## config.mk

```make
export PLATFORM = sky130hd
export DESIGN_NAME = ps2_host_tx_flat
export DESIGN_NICKNAME = d
export VERILOG_FILES = /design/src/rtl/ps2_host_tx_if.sv /design/src/rtl/ps2_host_tx.sv /design/src/flat_wrapper.sv
export SDC_FILE = /design/constraint.sdc
export NUM_CORES = 1
export LEC_CHECK = 0
export ABC_AREA = 1
export BUFFER_PORTS_ARGS = -buffer_cell sky130_fd_sc_hd__buf_2
export CORE_UTILIZATION = 47
export DETAILED_ROUTE_END_ITERATION = 12
export HOLD_SLACK_MARGIN = 0.03
export PLACE_DENSITY_LB_ADDON = 0.25
export SETUP_SLACK_MARGIN = 0.1
export SLEW_MARGIN = 20
export SYNTH_ARGS = -nofsm -noshare
export SYNTH_HDL_FRONTEND = slang
export SYNTH_SLANG_ARGS = --single-unit
```

## constraint.sdc

```tcl
create_clock -name clk -period 1.6 [get_ports clk]
set_input_delay 0.08 -clock clk [delete_from_list [all_inputs] [get_ports clk]]
set_output_delay 0.08 -clock clk [all_outputs]
set_load 0.05 [all_outputs]
```

## src/rtl/ps2_host_tx_if.sv

```systemverilog
`default_nettype none
// ==========================================================================
// Module  : ps2_host_tx_if
// Purpose : Command handshake between a requester and the PS/2 transmitter.
// Revision: 1.0
// ==========================================================================
interface ps2_host_tx_if;
   logic [7:0] tx_data;
   logic       tx_valid;
   logic       tx_ready;
   logic       tx_busy;
   logic       tx_done;
   logic       tx_err;

   modport master (
      output tx_data, tx_valid,
      input  tx_ready, tx_busy, tx_done, tx_err
   );

   modport slave (
      input  tx_data, tx_valid,
      output tx_ready, tx_busy, tx_done, tx_err
   );
endinterface
`default_nettype wire

```

## src/rtl/ps2_host_tx.sv

```systemverilog
`default_nettype none
// ==========================================================================
// Module  : ps2_host_tx
// Purpose : PS/2 host-to-device command byte transmitter (open-drain lines).
// Option  : define PS2_TX_RETRY_EN for up to two automatic retries.
// Revision: 1.0
// ==========================================================================
module ps2_host_tx #(
   parameter int INHIBIT_CYCLES = 10000,
   parameter int TIMEOUT_CYCLES = 1500000,
   parameter int FILTER_LEN     = 8
) (
   input  wire logic    clk,
   input  wire logic    reset,
   ps2_host_tx_if.slave tx,
   input  wire logic    ps2_clk_in,
   input  wire logic    ps2_data_in,
   output logic         ps2_clk_oe,
   output logic         ps2_data_oe
);

   localparam int c_inh_w = $clog2(INHIBIT_CYCLES + 1);
   localparam int c_tmo_w = $clog2(TIMEOUT_CYCLES + 1);
   localparam int c_flt_w = $clog2(FILTER_LEN + 1);
   localparam logic [c_inh_w-1:0] c_inh_last = c_inh_w'(INHIBIT_CYCLES - 1);
   localparam logic [c_tmo_w-1:0] c_tmo_last = c_tmo_w'(TIMEOUT_CYCLES - 1);
   localparam logic [c_flt_w-1:0] c_flt_last = c_flt_w'(FILTER_LEN - 1);

   typedef enum logic [2:0] {
      ST_IDLE      = 3'd0,
      ST_INHIBIT   = 3'd1,
      ST_REQ       = 3'd2,
      ST_SEND      = 3'd3,
      ST_ACK       = 3'd4,
      ST_WAIT_IDLE = 3'd5,
      ST_DONE      = 3'd6,
      ST_ERR       = 3'd7
   } state_t;

   state_t             r_state;
   state_t             w_state_nxt;
   logic [1:0]         r_clk_sync;
   logic [1:0]         r_data_sync;
   logic               r_clk_filt;
   logic               r_clk_filt_d;
   logic [c_flt_w-1:0] r_flt_cnt;
   logic [c_inh_w-1:0] r_inh_cnt;
   logic [c_tmo_w-1:0] r_tmo_cnt;
   logic [7:0]         r_byte;
   logic [9:0]         r_shift;
   logic [3:0]         r_bit_cnt;
   logic               r_drive;
   logic               w_clk_s;
   logic               w_data_s;
   logic               w_fall;
   logic               w_timeout;
   logic               w_fail;
   logic               w_retry_left;
   logic               w_clk_oe;
   logic               w_data_oe;
   logic               w_running;

   // Both pads are idle-high (pulled up), so synchronisers reset to 1.
   always_ff @(posedge clk or negedge reset) begin
      if (!reset) begin
         r_clk_sync  <= 2'b11;
         r_data_sync <= 2'b11;
      end else begin
         r_clk_sync  <= {r_clk_sync[0], ps2_clk_in};
         r_data_sync <= {r_data_sync[0], ps2_data_in};
      end
   end

   assign w_clk_s  = r_clk_sync[1];
   assign w_data_s = r_data_sync[1];

   always_ff @(posedge clk or negedge reset) begin
      if (!reset) begin
         r_clk_filt   <= 1'b1;
         r_clk_filt_d <= 1'b1;
         r_flt_cnt    <= '0;
      end else begin
         r_clk_filt_d <= r_clk_filt;
         if (w_clk_s == r_clk_filt) begin
            r_flt_cnt <= '0;
         end else if (r_flt_cnt == c_flt_last) begin
            r_clk_filt <= w_clk_s;
            r_flt_cnt  <= '0;
         end else begin
            r_flt_cnt <= r_flt_cnt + c_flt_w'(1);
         end
      end
   end

   assign w_fall    = r_clk_filt_d & ~r_clk_filt;
   assign w_timeout = (r_tmo_cnt == c_tmo_last);
   assign w_running = (r_state == ST_REQ) || (r_state == ST_SEND) ||
                      (r_state == ST_ACK) || (r_state == ST_WAIT_IDLE);

`ifdef PS2_TX_RETRY_EN
   logic [1:0] r_retry_cnt;

   always_ff @(posedge clk or negedge reset) begin
      if (!reset) begin
         r_retry_cnt <= 2'd0;
      end else if (r_state == ST_IDLE) begin
         r_retry_cnt <= 2'd0;
      end else if (w_fail) begin
         r_retry_cnt <= r_retry_cnt + 2'd1;
      end
   end

   assign w_retry_left = (r_retry_cnt != 2'd2);
`else
   assign w_retry_left = 1'b0;
`endif

   always_ff @(posedge clk or negedge reset) begin
      if (!reset) begin
         r_state <= ST_IDLE;
      end else begin
         r_state <= w_state_nxt;
      end
   end

   always_comb begin
      w_state_nxt = r_state;
      w_clk_oe    = 1'b0;
      w_data_oe   = 1'b0;
      w_fail      = 1'b0;
      unique case (r_state)
         ST_IDLE: begin
            if (tx.tx_valid) begin
               w_state_nxt = ST_INHIBIT;
            end
         end
         ST_INHIBIT: begin
            w_clk_oe = 1'b1;
            if (r_inh_cnt == c_inh_last) begin
               w_data_oe   = 1'b1;
               w_state_nxt = ST_REQ;
            end
         end
         ST_REQ: begin
            w_data_oe = 1'b1;
            if (w_timeout) begin
               w_fail = 1'b1;
            end else begin
               w_state_nxt = ST_SEND;
            end
         end
         ST_SEND: begin
            w_data_oe = r_drive;
            if (w_timeout) begin
               w_fail = 1'b1;
            end else if (w_fall && (r_bit_cnt == 4'd9)) begin
               w_state_nxt = ST_ACK;
            end
         end
         ST_ACK: begin
            w_data_oe = r_drive;
            if (w_timeout) begin
               w_fail = 1'b1;
            end else if (w_fall) begin
               if (w_data_s) begin
                  w_fail = 1'b1;
               end else begin
                  w_state_nxt = ST_WAIT_IDLE;
               end
            end
         end
         ST_WAIT_IDLE: begin
            if (w_timeout) begin
               w_fail = 1'b1;
            end else if (w_clk_s && w_data_s) begin
               w_state_nxt = ST_DONE;
            end
         end
         ST_DONE: begin
            w_state_nxt = ST_IDLE;
         end
         ST_ERR: begin
            w_state_nxt = ST_IDLE;
         end
         default: begin
            w_state_nxt = ST_IDLE;
         end
      endcase
      if (w_fail) begin
         w_state_nxt = w_retry_left ? ST_INHIBIT : ST_ERR;
      end
   end

   // Frame is reloaded from the latched byte on every REQ so retries resend it intact.
   always_ff @(posedge clk or negedge reset) begin
      if (!reset) begin
         r_inh_cnt <= '0;
         r_tmo_cnt <= '0;
         r_byte    <= '0;
         r_shift   <= '0;
         r_bit_cnt <= '0;
         r_drive   <= 1'b0;
      end else begin
         if (r_state == ST_INHIBIT) begin
            r_inh_cnt <= r_inh_cnt + c_inh_w'(1);
         end else begin
            r_inh_cnt <= '0;
         end

         if (w_running && !w_fail) begin
            r_tmo_cnt <= r_tmo_cnt + c_tmo_w'(1);
         end else begin
            r_tmo_cnt <= '0;
         end

         if ((r_state == ST_IDLE) && tx.tx_valid) begin
            r_byte <= tx.tx_data;
         end

         if (r_state == ST_REQ) begin
            r_shift   <= {1'b1, ~^r_byte, r_byte};
            r_bit_cnt <= '0;
            r_drive   <= 1'b1;
         end else if ((r_state == ST_SEND) && w_fall) begin
            r_drive   <= ~r_shift[0];
            r_shift   <= {1'b0, r_shift[9:1]};
            r_bit_cnt <= r_bit_cnt + 4'd1;
         end
      end
   end

   assign ps2_clk_oe  = w_clk_oe;
   assign ps2_data_oe = w_data_oe;
   assign tx.tx_ready = (r_state == ST_IDLE);
   assign tx.tx_busy  = (r_state != ST_IDLE);
   assign tx.tx_done  = (r_state == ST_DONE);
   assign tx.tx_err   = (r_state == ST_ERR);

endmodule
`default_nettype wire

```

## src/flat_wrapper.sv

```systemverilog
// flat-port wrapper written by rule: the top's interface ports become plain ports
module ps2_host_tx_flat 
#(
   parameter int INHIBIT_CYCLES = 10000,
   parameter int TIMEOUT_CYCLES = 1500000,
   parameter int FILTER_LEN     = 8
)
  (clk, reset, ps2_clk_in, ps2_data_in, ps2_clk_oe, ps2_data_oe, tx_tx_data, tx_tx_valid, tx_tx_ready, tx_tx_busy, tx_tx_done, tx_tx_err);
  ps2_host_tx_if tx_i ();
  input  wire logic clk;
  input  wire logic reset;
  input  wire logic ps2_clk_in;
  input  wire logic ps2_data_in;
  output logic ps2_clk_oe;
  output logic ps2_data_oe;
  input wire logic [$bits(tx_i.tx_data)-1:0] tx_tx_data;
  input wire logic [$bits(tx_i.tx_valid)-1:0] tx_tx_valid;
  output wire logic [$bits(tx_i.tx_ready)-1:0] tx_tx_ready;
  output wire logic [$bits(tx_i.tx_busy)-1:0] tx_tx_busy;
  output wire logic [$bits(tx_i.tx_done)-1:0] tx_tx_done;
  output wire logic [$bits(tx_i.tx_err)-1:0] tx_tx_err;
  assign tx_i.tx_data = tx_tx_data;
  assign tx_i.tx_valid = tx_tx_valid;
  assign tx_tx_ready = tx_i.tx_ready;
  assign tx_tx_busy = tx_i.tx_busy;
  assign tx_tx_done = tx_i.tx_done;
  assign tx_tx_err = tx_i.tx_err;
  ps2_host_tx #(.INHIBIT_CYCLES(INHIBIT_CYCLES), .TIMEOUT_CYCLES(TIMEOUT_CYCLES), .FILTER_LEN(FILTER_LEN)) u_core (.clk(clk), .reset(reset), .tx(tx_i), .ps2_clk_in(ps2_clk_in), .ps2_data_in(ps2_data_in), .ps2_clk_oe(ps2_clk_oe), .ps2_data_oe(ps2_data_oe));
endmodule
```

==> results of run 1 <==
layout make-up:
| class | instances | area, um2 |
|---|---|---|
| fillers | 579 | 2460 |
| multi-input cells | 278 | 1870 |
| well taps | 99 | 124 |
| repair buffers | 64 | 561 |
| flip-flops and latches | 71 | 1790 |
| clock inverters | 4 | 45.0 |
| clock buffers | 12 | 145 |
| inverters | 58 | 221 |
metrics by stage:
step | hold slack, ps | power (mW) | TNS [ps] | setup WS, ps
4_1_cts | 167 | 5.33 | 0 | 64.0
2_1_floorplan | -216 | 3.18 | -54.4 | -27.2
6_report | 188 | 5.60 | 0 | 46.4
5_1_grt | 188 | 5.90 | -487 | -68.8
3_3_place_gp | 137 | 3.66 | 0 | 97.9
3_5_place_dp | 139 | 3.69 | 0 | 24.8
synthesized netlist by cell type (all sizes together):
| cell type | count |
|---|---|
| nand4 | 7 |
| o22ai | 1 |
| clkinv | 1 |
| o21ai | 19 |
| nor2 | 55 |
| xor2 | 8 |
| nand3b | 2 |
| nor3 | 15 |
| xnor2 | 12 |
| buf | 5 |
| nor4 | 1 |
| nand2 | 79 |
| ha | 5 |
| a31oi | 2 |
| mux2 | 9 |
| inv | 57 |
| and2b | 1 |
| dfstp | 6 |
| dfrtp | 65 |
| a21oi | 22 |
| a2bb2oi | 1 |
| o21a | 1 |
| o211ai | 5 |
| a22oi | 3 |
| nand3 | 30 |
what timing repair did:
item                                    CTS  global route
cloned                                    1             0
hold buffers                             11             0
gates resized for setup                  38            89
setup buffers                            10             4
pin swaps                                16            21
hold endpoints to repair                 75             0
endpoints found under the setup margin   34            52
routing by layer:
layer	up-vias	routed length [um]
met1	1393	3520
met2	57	3850
met5	-	0
met4	0	122
li1	1478	-
met3	12	286
logic make-up (layout without fill, tap and decap cells):
| family | count (synthesis) | after routing | synth area share |
|---|---|---|---|
| compound gates | 54 | 54 | 0.0867 |
| xor+xnor | 20 | 20 | 0.0499 |
| fa+ha+maj | 5 | 5 | 0.0178 |
| buf+inv | 63 | 138 | 0.0699 |
| flops | 71 | 71 | 0.509 |
| mux | 9 | 9 | 0.0289 |
| simple gates | 190 | 190 | 0.238 |
worst max-delay path, cell delays in order (launching register included):
cell,delay [ps]
dfrtp_2,490
nor2_4,160
inv_2,60
nor2_4,180
buf_6,140
nand2_8,80
mux2_4,310
layout by cell type, fill, tap and decap left out, types with 4 or more instances in the layout:
cell type and count:
buf_6 8, nand3_2 7, buf_2 12, nor3_2 6, nor2_1 28, nand2_1 68, nor2_4 19, clkbuf_8 10
inv_2 9, nand2_2 9, o211ai_1 5, a21oi_1 18, clkinv_2 4, buf_4 27, dfstp_2 6, xor2_1 8
xnor2_1 12, o21ai_0 9, dlygate4sd3_1 11, nor2_2 8, nand4_1 7, inv_1 47, nor3_1 6, o21ai_2 8
mux2_4 8, dfrtp_1 62, nand3_1 21
registers in the layout, indices dropped and copies added (netlist names):
name                 flops
u_core.r_clk_filt_d      1
u_core.r_inh_cnt        14
u_core.r_tmo_cnt        21
u_core.r_byte            8
u_core.r_flt_cnt         4
u_core.r_data_sync       2
u_core.r_state           3
u_core.r_shift          10
u_core.r_bit_cnt         4
u_core.r_drive           1
u_core.r_clk_sync        2
u_core.r_clk_filt        1
power breakdown:
| group | switching [mW] | internal, mW |
|---|---|---|
| clock network | 0.661 | 0.757 |
| registers | 0.188 | 2.05 |
| logic | 1.14 | 0.795 |
final timing paths:
check / from / end
setup / recovery: u_core.r_state[1]$_DFFE_PN0P_ / u_core.r_byte[2]$_DFFE_PN0P_
hold / removal: tx_tx_valid / u_core.r_byte[6]$_DFFE_PN0P_
setup reg to reg: u_core.r_state[1]$_DFFE_PN0P_ / u_core.r_byte[2]$_DFFE_PN0P_
hold reg to reg: u_core.r_data_sync[0]$_DFF_PN1_ / u_core.r_data_sync[1]$_DFF_PN1_
max in group asynchronous: reset / u_core.r_clk_filt_d$_DFF_PN1_
min in group asynchronous: reset / u_core.r_tmo_cnt[7]$_DFF_PN0_
==> impl_metrics.toml, run 1 <==
[timing]
finalCritPeriodShare = 0.971
unrepaired_setup_endpoints_after_global_routing = "true"
period_minus_slack_ps = 1550
worst_clock_skew_ps = 10.7
worst-slew-pin-transition_ps = 386
final_max_slew_viol_count = 0
slew_headroom = 0.741
final_hold_fails = 0
clock.fmax_mhz = 644
setup_viol = 0

[global_routing]
use_met3 = 0.0448
gr-usage-met1 = 0.265
busiest_layer = "met2"
overflow = 0
grt_first_pass_wirelength_um = 12400
grt_start_max_net_pins = 72
met2_usage = 0.350
grt_pass1_vias = 2779
track_usage = 0.208
antenna_found_initial = 0

[synth]
seq_total_area_yosys = 0.509
syn_area_per_cell_um2 = 8.52
synth_top_cell_area_share = 0.464
synth_nets = 430
synth_area_leaders = "dfrtp_1 46%, nand2_1 8.3%, inv_1 5.6%"
yosys_warnings = 0
synth_cell_types = 33
synth.largest_area_cell = "dfrtp_1"
synthCells = 412
synth_area_mm2 = 0.00351
postSynthRegisterBits = 71

[hold_path]
worst_hold_path.num_cells = 3
hold_path.class = "in2reg"

[cells_and_area]
postLayoutCoreUtil = 0.659
areaGrowthSynthToFinish_pct = 35.5
fin_nets = 500
final_std_cell_area_no_fill_mm2 = 0.00475
share_of_cells_above_drive_strength_1 = 0.341
n_antenna_cell = 0
finalNonFillerCells = 586

[drt]
drtPass1Iterations = 4
via_per_inst = 5.02
drt_iter0_markers = 138
drc = 0
route.antenna.remaining_nets = 0
finalWirelength_um = 7780
via_count = 2940
wl_per_cell_um = 13.3

[floorplanning]
die_width_um = 88.4
die-height_um = 88.4
rows = 31
boundaryPins = 19
fp.dieArea_mm2 = 0.00781
floorplan.core_area_mm2 = 0.00721
floorplan.initialDensity = 0.486

[clocking]
tritoncts.num_buffers = 9
clock_edge_transition_at_the_registers_on_the_reported_setup_and_hold_paths_ps = 80
insertion_delay_ps = 340
htree_num_levels = 3
cts_tree = "built"
numClockSinks = 71
clock_path_buffers = 2
root_driver = "clkbuf_8"

[worst_setup_path]
critical_path_peak_fanout = 8
critical_path_arrival_ps = 1780
reg2regPathDepth = 6
start_kind = "register"
worstSetupEndpointType = "register"
regToRegSetupSlack_ps = 50
worstPathRequired_ps = 1820
path_class = "reg2reg"

[placement]
gp_congestion = 0.884
placed_cells = 544
port-buffer-count = 18
area_after_detailed_placement_mm2 = 0.00388
post-dp-hpwl_um = 4770

[power]
static-leakage-power_nw = 2.19
vdd.ir_drop.worst_mv = 0.721
pwr_density_cell_mw_per_mm2 = 1180

[status]
outcome = "completed"

[job]
max_cap_violations = 0
Power figures use the tool's default switching activity.
==> run 2: changes to the inputs <==
--- a/config.mk
+++ b/config.mk
@@ -7,7 +7,9 @@
 export LEC_CHECK = 0
 export ABC_AREA = 1
 export BUFFER_PORTS_ARGS = -buffer_cell sky130_fd_sc_hd__buf_2
+export CORE_MARGIN = 4
 export CORE_UTILIZATION = 47
+export CTS_BUF_LIST = sky130_fd_sc_hd__clkbuf_4 sky130_fd_sc_hd__clkbuf_8
 export DETAILED_ROUTE_END_ITERATION = 12
 export HOLD_SLACK_MARGIN = 0.03
 export PLACE_DENSITY_LB_ADDON = 0.25
==> constraint.sdc (replaced) <==
create_clock -name clk -period 1.72 [get_ports clk]
set_input_delay 0.086 -clock clk [delete_from_list [all_inputs] [get_ports clk]]
set_output_delay 0.086 -clock clk [all_outputs]
set_load 0.05 [all_outputs]
==> run 2 against run 1 <==
Against the previous run:
- register-to-register slack better by 80 ps
- clock power down 13%
- sequential power fell by 7%
- combinational power fell by 28%
- highest routed layer unchanged
- critical path type unchanged
- flip-flop and latch count unchanged
- critical path depth increased by 3
- non-clock buffer count is 16 lower
- worst hold slack improved by 55 ps
- clock-buffer cell count is 3 higher
==> impl_metrics.toml, run 2 (synthesis gave the netlist of run 1 again) <==
[global_routing]
antenna_found_initial = 0
overflow = 0
grt_first_pass_wirelength_um = 11700
grt_start_max_net_pins = 72
track_usage = 0.166
grt_pass1_vias = 2732

[timing]
unrepaired_setup_endpoints_after_global_routing = "true"
finalCritPeriodShare = 0.929
slew_headroom = 0.733
period_minus_slack_ps = 1600
worst_clock_skew_ps = 12.4
final_max_slew_viol_count = 0
final_hold_fails = 0
clock.fmax_mhz = 626
setup_viol = 0
worst-slew-pin-transition_ps = 397
timing.hold.ws_ps = 243

[cells_and_area]
max_ffs_per_register = 21
layout_top_registers = "u_core.r_tmo_cnt x21, u_core.r_inh_cnt x14, u_core.r_shift x10"
layout.cells.most_common_list = "72 x nand2_1, 63 x dfrtp_1, 51 x inv_1, 42 x nor2_1, 24 x nand3_1"
share_of_cells_above_drive_strength_1 = 0.238
fin_nets = 484
n_antenna_cell = 0
regMostFlops = "u_core.r_tmo_cnt"
mostFrequentLayoutCell = "nand2_1"
areaGrowthSynthToFinish_pct = 22.3
finalNonFillerCells = 570

[floorplanning]
die_width_um = 94.4
floorplan.initialDensity = 0.484
rows = 31
floorplan.core_area_mm2 = 0.00725
boundaryPins = 19
die-height_um = 94.4
fp.dieArea_mm2 = 0.00891

[worst_setup_path]
critical_path_arrival_ps = 1870
worstSetupEndpointType = "register"
path_class = "reg2reg"
worstPathRequired_ps = 1990
start_kind = "register"
critical_path_peak_fanout = 4

[power]
pwr_density_cell_mw_per_mm2 = 1100
totalPowerFinal_mw = 4.71
static-leakage-power_nw = 2.02
vdd.ir_drop.worst_mv = 0.926

[status]
outcome = "completed"

[placement]
port-buffer-count = 18
placed_cells = 536
gp_congestion = 0.869
post-dp-hpwl_um = 4720

[clocking]
root_driver = "clkbuf_8"
clock_edge_transition_at_the_registers_on_the_reported_setup_and_hold_paths_ps = 80
clock_path_buffers = 2
cts_tree = "built"
tritoncts.num_buffers = 9
insertion_delay_ps = 340
htree_num_levels = 3
numClockSinks = 71

[drt]
drt_iter0_markers = 176
wirelength_met1_um = 3360
route.antenna.remaining_nets = 0
drtPass1Iterations = 4
via_per_inst = 5.06
via_count = 2882
wl_per_cell_um = 12.4
finalWirelength_um = 7070
top_layer_used = "met4"
drc = 0
met3WireLength_um = 238
met2RoutedLength_um = 3350

[job]
max_cap_violations = 0

[hold_path]
hold_path.class = "in2reg"
## run 2: final timing paths
kind | start | to | slack (ps) | depth (start not counted)
setup / recovery | u_core.r_inh_cnt[1]$_DFF_PN0_ | u_core.r_inh_cnt[10]$_DFF_PN0_ | 120 | 9
hold / removal | tx_tx_valid | u_core.r_byte[2]$_DFFE_PN0P_ | 240 | 3
setup reg to reg | u_core.r_inh_cnt[1]$_DFF_PN0_ | u_core.r_inh_cnt[10]$_DFF_PN0_ | 120 | 9
hold reg to reg | u_core.r_clk_sync[0]$_DFF_PN1_ | u_core.r_clk_sync[1]$_DFF_PN1_ | 360 | 0
max in group asynchronous | reset | u_core.r_data_sync[0]$_DFF_PN1_ | 1080 | 3
min in group asynchronous | reset | u_core.r_tmo_cnt[20]$_DFF_PN0_ | 290 | 3
## run 2: final cells by class
| class | instances | area [um2] |
|---|---|---|
| Fill cell | 633 | 2960 |
| Sequential cell | 71 | 1790 |
| Multi-Input combinational cell | 278 | 1600 |
| Timing Repair Buffer | 48 | 364 |
| Inverter | 58 | 228 |
| Clock buffer | 15 | 181 |
| Tap cell | 99 | 124 |
| Clock inverter | 1 | 5.00 |
## run 2: layer usage
layer  vias up  global-route usage
met5         -                   0
met4         0              0.0854
met3        13              0.0295
met2        56               0.257
met1      1365               0.225
li1       1448                   -
## run 2: what timing repair did
action                                  CTS  global route
gates cloned                              0             0
hold endpoints to repair                 75             0
endpoints found under the setup margin    9            36
pin swaps                                 1             6
gates resized for setup                   8            33
setup buffers                             4             3
hold buffers                             11             0
## run 2: power breakdown
group          switching [mW]  internal, mW
Clock                   0.576         0.667
Combinational           0.855         0.533
Sequential              0.170          1.91
Total                    1.60          3.11
## run 2: critical path, stage by stage (launching register included)
cell     delay (ps)
dfrtp_1         400
ha_4            170
nand3_4         110
nor2_4          130
nand3_1         100
nor2_2          140
inv_1            80
o21ai_0         200
nand2_1         100
nor2_1          100
## run 2: metrics by stage
step                      TNS [ps]  cell area [um2]  setup slack (ps)   util
after detailed placement         0             3800              99.6  0.524
after global routing         -6.56             4290             -6.56  0.591
final                            0             4290               121  0.591
after floorplan                  0             3510              86.8      -
after CTS                        0             4160              96.7  0.573
after global placement           0             3800               155  0.524
